===== src/rtl/spi_pkg.sv =====
// Shared constants and types for the SPI mode-0 responder.
// Frame width default, counter width and FSM state encoding.
package spi_pkg;

  localparam int DEF_DATA_W = 8;
  localparam int CNT_W = $clog2(DEF_DATA_W + 1);

  typedef enum logic {
    IDLE,
    ACTIVE
  } spi_slv_state_t;

endpackage


===== src/rtl/spi_sync_edge.sv =====
// N-stage synchronizer with a previous-value flop.
// Produces the synchronized level and its rise/fall strobes.
module spi_sync_edge #(
  parameter int   STAGES  = 2,
  parameter logic RST_VAL = 1'b0
) (
  input  logic clk,
  input  logic rst,
  input  logic d,
  output logic sync,
  output logic rise,
  output logic fall
);

  logic [STAGES-1:0] sync_q;
  logic              prev_q;

  always_ff @(posedge clk) begin
    if (rst) begin
      sync_q <= {STAGES{RST_VAL}};
      prev_q <= RST_VAL;
    end else begin
      sync_q <= {sync_q[STAGES-2:0], d};
      prev_q <= sync_q[STAGES-1];
    end
  end

  assign sync = sync_q[STAGES-1];
  assign rise = sync & ~prev_q;
  assign fall = ~sync & prev_q;

endmodule


===== src/rtl/spi_slave_rx.sv =====
// SPI mode-0 responder, all pins oversampled in the clk domain.
// Receives MSB-first frames on mosi, returns tx_data on miso.
module spi_slave_rx
  import spi_pkg::*;
#(
  parameter int DATA_W      = DEF_DATA_W,
  parameter int SYNC_STAGES = 2
) (
  input  logic              clk,
  input  logic              rst,
  input  logic              sclk,
  input  logic              cs_n,
  input  logic              mosi,
  output logic              miso,
  output logic              miso_oe,
  input  logic [DATA_W-1:0] tx_data,
  output logic [DATA_W-1:0] rx_data,
  output logic              done,
  output logic              busy,
  output logic              abort
);

  localparam int CW = $clog2(DATA_W + 1);
  localparam logic [CW-1:0] LAST = CW'(DATA_W - 1);

  logic sclk_s, sclk_rise, sclk_fall;
  logic cs_s, cs_rise, cs_fall;
  logic mosi_s, mosi_rise, mosi_fall;

  spi_sync_edge #(.STAGES(SYNC_STAGES), .RST_VAL(1'b0)) u_sclk (
    .clk(clk), .rst(rst), .d(sclk),
    .sync(sclk_s), .rise(sclk_rise), .fall(sclk_fall)
  );

  // cs_n resets high so leaving reset never looks like a select
  spi_sync_edge #(.STAGES(SYNC_STAGES), .RST_VAL(1'b1)) u_cs (
    .clk(clk), .rst(rst), .d(cs_n),
    .sync(cs_s), .rise(cs_rise), .fall(cs_fall)
  );

  spi_sync_edge #(.STAGES(SYNC_STAGES), .RST_VAL(1'b0)) u_mosi (
    .clk(clk), .rst(rst), .d(mosi),
    .sync(mosi_s), .rise(mosi_rise), .fall(mosi_fall)
  );

  spi_slv_state_t    state_q, state_d;
  logic [CW-1:0]     cnt_q, cnt_d;
  logic [DATA_W-1:0] rx_sh_q, rx_sh_d;
  logic [DATA_W-1:0] tx_sh_q, tx_sh_d;
  logic [DATA_W-1:0] rx_data_q, rx_data_d;
  logic              reload_q, reload_d;
  logic              miso_q, miso_d;
  logic              done_q, done_d;
  logic              abort_q, abort_d;

  logic unused_sig;
  assign unused_sig = ^{sclk_s, mosi_rise, mosi_fall, rx_sh_q[DATA_W-1]};

  always_comb begin
    state_d   = state_q;
    cnt_d     = cnt_q;
    rx_sh_d   = rx_sh_q;
    tx_sh_d   = tx_sh_q;
    rx_data_d = rx_data_q;
    reload_d  = reload_q;
    miso_d    = miso_q;
    done_d    = 1'b0;
    abort_d   = 1'b0;
    unique case (state_q)
      IDLE: begin
        if (cs_fall) begin
          state_d  = ACTIVE;
          tx_sh_d  = tx_data;
          cnt_d    = '0;
          reload_d = 1'b0;
          miso_d   = tx_data[DATA_W-1];
        end
      end
      ACTIVE: begin
        if (sclk_rise) begin
          rx_sh_d = {rx_sh_q[DATA_W-2:0], mosi_s};
          if (cnt_q == LAST) begin
            rx_data_d = rx_sh_d;
            done_d    = 1'b1;
            cnt_d     = '0;
            reload_d  = 1'b1;
          end else begin
            cnt_d = cnt_q + 1'b1;
          end
        end else if (sclk_fall) begin
          if (reload_q) begin
            tx_sh_d  = tx_data;
            reload_d = 1'b0;
          end else begin
            tx_sh_d = {tx_sh_q[DATA_W-2:0], 1'b0};
          end
          miso_d = tx_sh_d[DATA_W-1];
        end
        // a rise in the same cycle has already updated cnt_d
        if (cs_rise) begin
          abort_d = (cnt_d != '0);
          state_d = IDLE;
          miso_d  = 1'b0;
          cnt_d   = '0;
        end
      end
    endcase
  end

  always_ff @(posedge clk) begin
    if (rst) begin
      state_q   <= IDLE;
      cnt_q     <= '0;
      rx_sh_q   <= '0;
      tx_sh_q   <= '0;
      rx_data_q <= '0;
      reload_q  <= 1'b0;
      miso_q    <= 1'b0;
      done_q    <= 1'b0;
      abort_q   <= 1'b0;
    end else begin
      state_q   <= state_d;
      cnt_q     <= cnt_d;
      rx_sh_q   <= rx_sh_d;
      tx_sh_q   <= tx_sh_d;
      rx_data_q <= rx_data_d;
      reload_q  <= reload_d;
      miso_q    <= miso_d;
      done_q    <= done_d;
      abort_q   <= abort_d;
    end
  end

  assign miso    = miso_q;
  assign miso_oe = (state_q == ACTIVE);
  assign rx_data = rx_data_q;
  assign done    = done_q;
  assign abort   = abort_q;
  assign busy    = ~cs_s;

endmodule


===== config.mk =====
export PLATFORM = sky130hd
export DESIGN_NAME = spi_slave_rx
export DESIGN_NICKNAME = d
export VERILOG_FILES = /design/src/rtl/spi_pkg.sv /design/src/rtl/spi_sync_edge.sv /design/src/rtl/spi_slave_rx.sv
export SDC_FILE = /design/constraint.sdc
export NUM_CORES = 1
export LEC_CHECK = 0
export ABC_CLOCK_PERIOD_IN_PS = 4100
export CAP_MARGIN = 20
export CORE_AREA = 2 2 67 69
export CTS_BUF_LIST = sky130_fd_sc_hd__clkbuf_2
export DETAILED_ROUTE_END_ITERATION = 12
export DIE_AREA = 0 0 69 71
export PLACE_DENSITY = 0.61
export SYNTH_ARGS = -nofsm -noshare
export SYNTH_HDL_FRONTEND = slang
export SYNTH_SLANG_ARGS = --single-unit

===== constraint.sdc =====
create_clock -name clk -period 4.1 [get_ports clk]
set_input_delay 1.025 -clock clk [delete_from_list [all_inputs] [get_ports clk]]
set_output_delay 1.025 -clock clk [all_outputs]
set_load 0.1 [all_outputs]

==> results of run 1 <==
[worst max-delay path: stages, from the launching register on]
cell and delay (ns):
dfxtp_1 0.38, inv_1 0.12, clkdlybuf4s50_1 1.14
[how the worst min path moves through the flow]
| stage | from | slack, ns | endpoint | cells past startpoint |
|---|---|---|---|---|
| CTS | u_cs.sync_q[0]$_SDFF_PP1_ | 0.42 | u_cs.sync_q[1]$_SDFF_PP1_ | 1 |
| finish | u_cs.sync_q[0]$_SDFF_PP1_ | 0.40 | u_cs.sync_q[1]$_SDFF_PP1_ | 1 |
| floorplan | u_cs.sync_q[0]$_SDFF_PP1_ | 0.39 | u_cs.sync_q[1]$_SDFF_PP1_ | 1 |
| global route | u_cs.sync_q[0]$_SDFF_PP1_ | 0.47 | u_cs.sync_q[1]$_SDFF_PP1_ | 1 |
| global placement | u_cs.sync_q[0]$_SDFF_PP1_ | 0.41 | u_cs.sync_q[1]$_SDFF_PP1_ | 1 |
| detailed placement | u_cs.sync_q[0]$_SDFF_PP1_ | 0.40 | u_cs.sync_q[1]$_SDFF_PP1_ | 1 |
[layer usage]
layer | vias to the layer above | share of wire (%)
met2 | 39 | 46
met5 | - | 0
met1 | 598 | 46
met4 | 0 | 2.0
met3 | 6 | 6.3
li1 | 653 | -
[per-stage QoR]
step	setup slack [ns]	hold slack, ns	utilization [%]	cells
global route	0.929	0.474	45.5	251
CTS	0.991	0.425	45.5	251
floorplan	1.90	0.389	-	175
detailed placement	1.48	0.401	44.6	243
finish	1.02	0.403	45.5	251
global placement	1.51	0.406	44.6	243
[cells in the mapped netlist]
| cell type | n |
|---|---|
| nor2_1 | 20 |
| nand4_1 | 1 |
| buf_2 | 4 |
| or4_1 | 1 |
| or2_2 | 2 |
| mux2i_1 | 17 |
| nand3_1 | 10 |
| a2111oi_2 | 1 |
| a211oi_1 | 8 |
| a21oi_1 | 11 |
| o21ai_0 | 2 |
| and2_1 | 2 |
| a31oi_1 | 2 |
| nand2b_4 | 1 |
| a222oi_1 | 1 |
| nor3b_1 | 1 |
| or3_1 | 1 |
| o32ai_1 | 3 |
| clkbuf_2 | 1 |
| nor4_1 | 1 |
| nor2b_1 | 7 |
| nand2b_1 | 3 |
| inv_1 | 5 |
| a31o_2 | 1 |
| and2b_1 | 1 |
| a21o_1 | 1 |
| dfxtp_1 | 39 |
| nor3_1 | 2 |
| nand2_1 | 18 |
| ha_1 | 1 |
| clkbuf_1 | 6 |
| a311oi_1 | 1 |
[placed cells by master, fill, tap and decap left out, types with 3 or more instances in the layout]
| master | Yosys | routed |
|---|---|---|
| dfxtp_1 | 39 | 39 |
| clkdlybuf4s50_1 | 0 | 24 |
| nor2_1 | 20 | 20 |
| nand2_1 | 18 | 18 |
| mux2i_1 | 17 | 17 |
| a21oi_1 | 11 | 11 |
| nand3_1 | 10 | 10 |
| a211oi_1 | 8 | 8 |
| nor2b_1 | 7 | 7 |
| clkbuf_2 | 1 | 6 |
| inv_1 | 5 | 5 |
| nand2b_1 | 3 | 3 |
| o32ai_1 | 3 | 3 |
| buf_4 | 0 | 3 |
[final cells by class]
cell class,instances,area (µm²)
multi-input cells,120,748
flip-flops and latches,39,781
well taps,52,65.1
clock buffers,6,30.0
clock inverters,2,7.51
inverters,5,18.8
repair buffers,27,263
fillers,419,2290
[sequential cells by signal, indices dropped and copies added, names as in the netlist]
name and cells:
rx_data 8, u_cs.sync_q 2, miso 1, abort 1, u_cs.prev_q 1, tx_sh_q 7
u_sclk.sync_q 2, rx_sh_q 7, miso_oe 1, u_sclk.prev_q 1, cnt_q 4, reload_q 1
u_mosi.sync_q 2, done 1
[power groups by stage]
stage	Sequential, µW	Combinational [µW]	Clock (µW)
finish	395	61.6	163
global placement	402	60.8	0
floorplan	408	35.2	0
detailed placement	403	62.0	0
CTS	395	62.1	170
global route	397	66.8	190
[logic make-up after synthesis]
| logic type | Yosys count |
|---|---|
| simple gates | 71 |
| mux | 17 |
| buf+inv | 16 |
| fa+ha+maj | 1 |
| compound gates | 31 |
| flops | 39 |
==> out/results.ini, run 1 <==
[floorplanning]
die_w_um = 69
die-area_um2 = 4900
fp.dieH_um = 71
design.core.area_um2 = 4200
initial_core_util_pct = 37.8
num_rows = 24
ios = 26

[clock_tree]
cts_root_buffer = clkbuf_2
cts_tree = built
clk_latency_ns = 0.41
cts.clk_slew.worst_paths_ns = 0.20
post-cts-setup-buffer-count = 0
cts_sinks = 39
cts_buffers = 5
h-tree-depth = 2
cts_resized = 0
cts-hold-fix-buffers = 0
clk_path_buf_depth = 2

[setup_path]
reg2reg_depth = 4
required_ns = 3.07
crit-reg2reg-launch = u_sclk.sync_q[1]$_SDFF_PP0_
start_kind = register
setup.worst_path.end = busy
worstSetupStartpoint = u_cs.sync_q[1]$_SDFF_PP1_
worstSetupEndpointType = output pin
crit_path_max_fanout = 5
rr_endpoint = abort$_SDFF_PP0_
worstSetupPathType = register to output pin
rrSetupSlack_ns = 1.93
arrival_ns = 2.06

[global_routing]
antenna_found_initial = 0
use_met2_pct = 21.0
met1_usage_pct = 17.5
grt_start_max_net_pins = 25
grt_pass1_wl_um = 5470
first_global_vias = 1226
grt_usage_pct = 14.1
grtUsageMet3_pct = 5.70
grt_most_used_layer = met2
overflow = 0

[timing]
relSlewSlack_pct = 25.0
rsz0062_at_grt = no
period_minus_slack_ns = 3.08
hold_viol_final = 0
setup_violations = 0
tightest_slew_ns = 1.12
fmax_mhz = 324
slew_viol_final = 0
tns_ns = 0
fin_worst_skew_ns = 0.0274
timing.final.crit_share_pct = 75.2

[logic_synthesis]
syn_nets = 189
synth_compound_area_share_pct = 13.5
synth_fa_ha_area_share_pct = 0.787
synthesis.area_um2 = 1590
yosysSeqAreaShare_pct = 49.1
ys_ff_latch = 39
synth.avg_cell_area_um2 = 9.08
yosysTopAreaCell = dfxtp_1
synth_warnings = 0
muxShareOfSynthArea_pct = 10.7
syn_inst = 175
yosys.area.top_type_share_pct = 49.1
synth_cell_types = 32
synth_top_family_by_area = simple AND/OR/NAND/NOR gates
synth.area.top_cells = dfxtp_1 (49%), mux2i_1 (11%), nor2_1 (4.7%)
synthSimpleGateAreaFrac_pct = 21.7
synth-xor-area-share_pct = 0

[power_and_ir_drop]
p_leak_uw = 0.000689
p_clk_share_pct = 26.3
ir_drop_v = 0.000142
p_int_uw = 455
comb_power_share_pct = 10.0
powerDensity_nw_per_um2 = 323
p_sw_share_pct = 26.5
power_uw = 619
power_frac_seq_pct = 63.8
p_switching_uw = 164

[drt]
first_iter_violations = 135
vias_per_cell = 5.16
drc = 0
wl_per_cell_um = 12.4
first_pass_iters = 4
ant_nets = 0
routed_wl_um = 3110
vias = 1296

[finish]
fin_area_um2 = 1910
antennaDiodeCount = 0
drive_above_1_share_pct = 7.54
nets = 212
area_growth_pct = 20.4

[run_status]
status = complete, no violations

[flow_run]
max_cap_viol_count = 0

[place]
place_congestion = 0.796
placed_area_um2 = 1880
portBuffers = 25
dp_hpwl_um = 2210

[min_path]
min_path_type = register to register

(Power assumes the default switching activity.)
==> run 2, diff against run 1 <==
--- a/config.mk
+++ b/config.mk
@@ -5,13 +5,13 @@
 export SDC_FILE = /design/constraint.sdc
 export NUM_CORES = 1
 export LEC_CHECK = 0
-export ABC_CLOCK_PERIOD_IN_PS = 4100
+export ABC_CLOCK_PERIOD_IN_PS = 2600
 export CAP_MARGIN = 20
 export CORE_AREA = 2 2 67 69
 export CTS_BUF_LIST = sky130_fd_sc_hd__clkbuf_2
 export DETAILED_ROUTE_END_ITERATION = 12
 export DIE_AREA = 0 0 69 71
-export PLACE_DENSITY = 0.61
+export PLACE_DENSITY = 0.64
 export SYNTH_ARGS = -nofsm -noshare
 export SYNTH_HDL_FRONTEND = slang
 export SYNTH_SLANG_ARGS = --single-unit
==> constraint.sdc (replaced) <==
create_clock -name clk -period 2.6 [get_ports clk]
set_input_delay 0.65 -clock clk [delete_from_list [all_inputs] [get_ports clk]]
set_output_delay 0.65 -clock clk [all_outputs]
set_load 0.1 [all_outputs]
==> out/results.ini, run 2 (synthesis results as in run 1) <==
[timing]
relSlewSlack_pct = 61.7
fin_worst_skew_ns = 0.0173
setup_violations = 0
timing.final.crit_share_pct = 83.5
slew_viol_final = 0
tightest_slew_ns = 0.573
rsz0062_at_grt = no
period_minus_slack_ns = 2.17
tns_ns = 0
fmax_mhz = 461
hold_viol_final = 0

[setup_path]
crit_path_max_fanout = 17
slowest_delay_ns = 0.73
slowest_stage = dfxtp_1
arrival_ns = 1.52
worstSetupPathType = register to output pin
crit_chain = buf_4
required_ns = 1.95
worstSetupStartpoint = miso_oe$_SDFF_PP0_
cpLargestDelayFamily = flip-flops
crit_buf_inv = 1
worstSetupEndpointType = output pin
start_kind = register
crit-reg2reg-launch = miso_oe$_SDFF_PP0_

[run_status]
status = complete, no violations

[drt]
routed_wl_um = 2940
vias = 1250
first_pass_iters = 4
ant_nets = 0
drc = 0
first_iter_violations = 79
vias_per_cell = 4.94
wl_per_cell_um = 11.6

[clock_tree]
cts_tree = built
h-tree-depth = 2
cts_sinks = 39
cts_buffers = 5
clk_latency_ns = 0.40
cts.clk_slew.worst_paths_ns = 0.19
post-cts-setup-buffer-count = 0
cts_root_buffer = clkbuf_2
cts-hold-fix-buffers = 0
clk_path_buf_depth = 2
cts_resized = 0

[floorplanning]
design.core.area_um2 = 4200
fp.dieH_um = 71
die-area_um2 = 4900
num_rows = 24
ios = 26
die_w_um = 69
initial_core_util_pct = 37.8

[place]
portBuffers = 25
place_congestion = 0.883
dp_hpwl_um = 2090

[finish]
multiInputGateArea_um2 = 748
layout_common_cells = dfxtp_1 (39), nor2_1 (20), nand2_1 (18)
seqCellArea_um2 = 781
antennaDiodeCount = 0
nets = 214
largest_reg_flops = 8
drive_above_1_share_pct = 15.4
final_common_cell = dfxtp_1
area_growth_pct = 19.6
n_fill_cell = 433

[power_and_ir_drop]
power_uw = 988
powerDensity_nw_per_um2 = 520
p_leak_uw = 0.000729
ir_drop_v = 0.000248

[global_routing]
grt_start_max_net_pins = 20
first_global_vias = 1148
grt_usage_pct = 13.5
antenna_found_initial = 0
grt_pass1_wl_um = 5200
overflow = 0

[flow_run]
max_cap_viol_count = 0

[min_path]
min_path_type = register to register
hold_start = u_cs.sync_q[0]$_SDFF_PP1_

==> run 2: per-stage QoR <==
stage	util (%)	hold slack, ns	instances	instance area, µm²	setup WS (ns)
5_1_grt	45.2	0.457	253	1900	0.335
4_1_cts	45.2	0.446	253	1900	0.407
6_report	45.2	0.438	253	1900	0.429
2_1_floorplan	-	0.389	175	1590	0.401
3_5_place_dp	44.3	0.404	245	1860	0.745
3_3_place_gp	44.3	0.399	245	1860	0.728
==> run 2: final cells by class <==
type | count | share of cell area, %
Multi-Input combinational cell | 120 | 39.4
Timing Repair Buffer | 29 | 13.0
Inverter | 5 | 0.987
Clock buffer | 7 | 1.84
Tap cell | 52 | 3.42
Clock inverter | 1 | 0.263
Sequential cell | 39 | 41.1
==> run 2: layer usage <==
| metal | GRT usage, % | up-vias | share of wire (%) |
|---|---|---|---|
| met5 | 0 | - | 0 |
| met4 | 9.15 | 0 | 3.0 |
| met3 | 3.42 | 8 | 4.3 |
| met2 | 20.3 | 27 | 44 |
| met1 | 17.0 | 555 | 49 |
| li1 | - | 660 | - |
==> run 2: report_power, final <==
part	internal [µW]	switching (µW)
Sequential	612	10.3
Combinational	41.6	56.1
Clock	73.5	195
Total	727	261
==> run 2: worst paths after layout <==
path | end | slack, ns | cells past startpoint
worst max register to register | rx_data[0]$_SDFFE_PP0P_ | 0.75 | 5
worst min-delay path | u_cs.sync_q[1]$_SDFF_PP1_ | 0.44 | 1
worst min register to register | u_cs.sync_q[1]$_SDFF_PP1_ | 0.44 | 1
worst max-delay path | miso_oe | 0.43 | 1
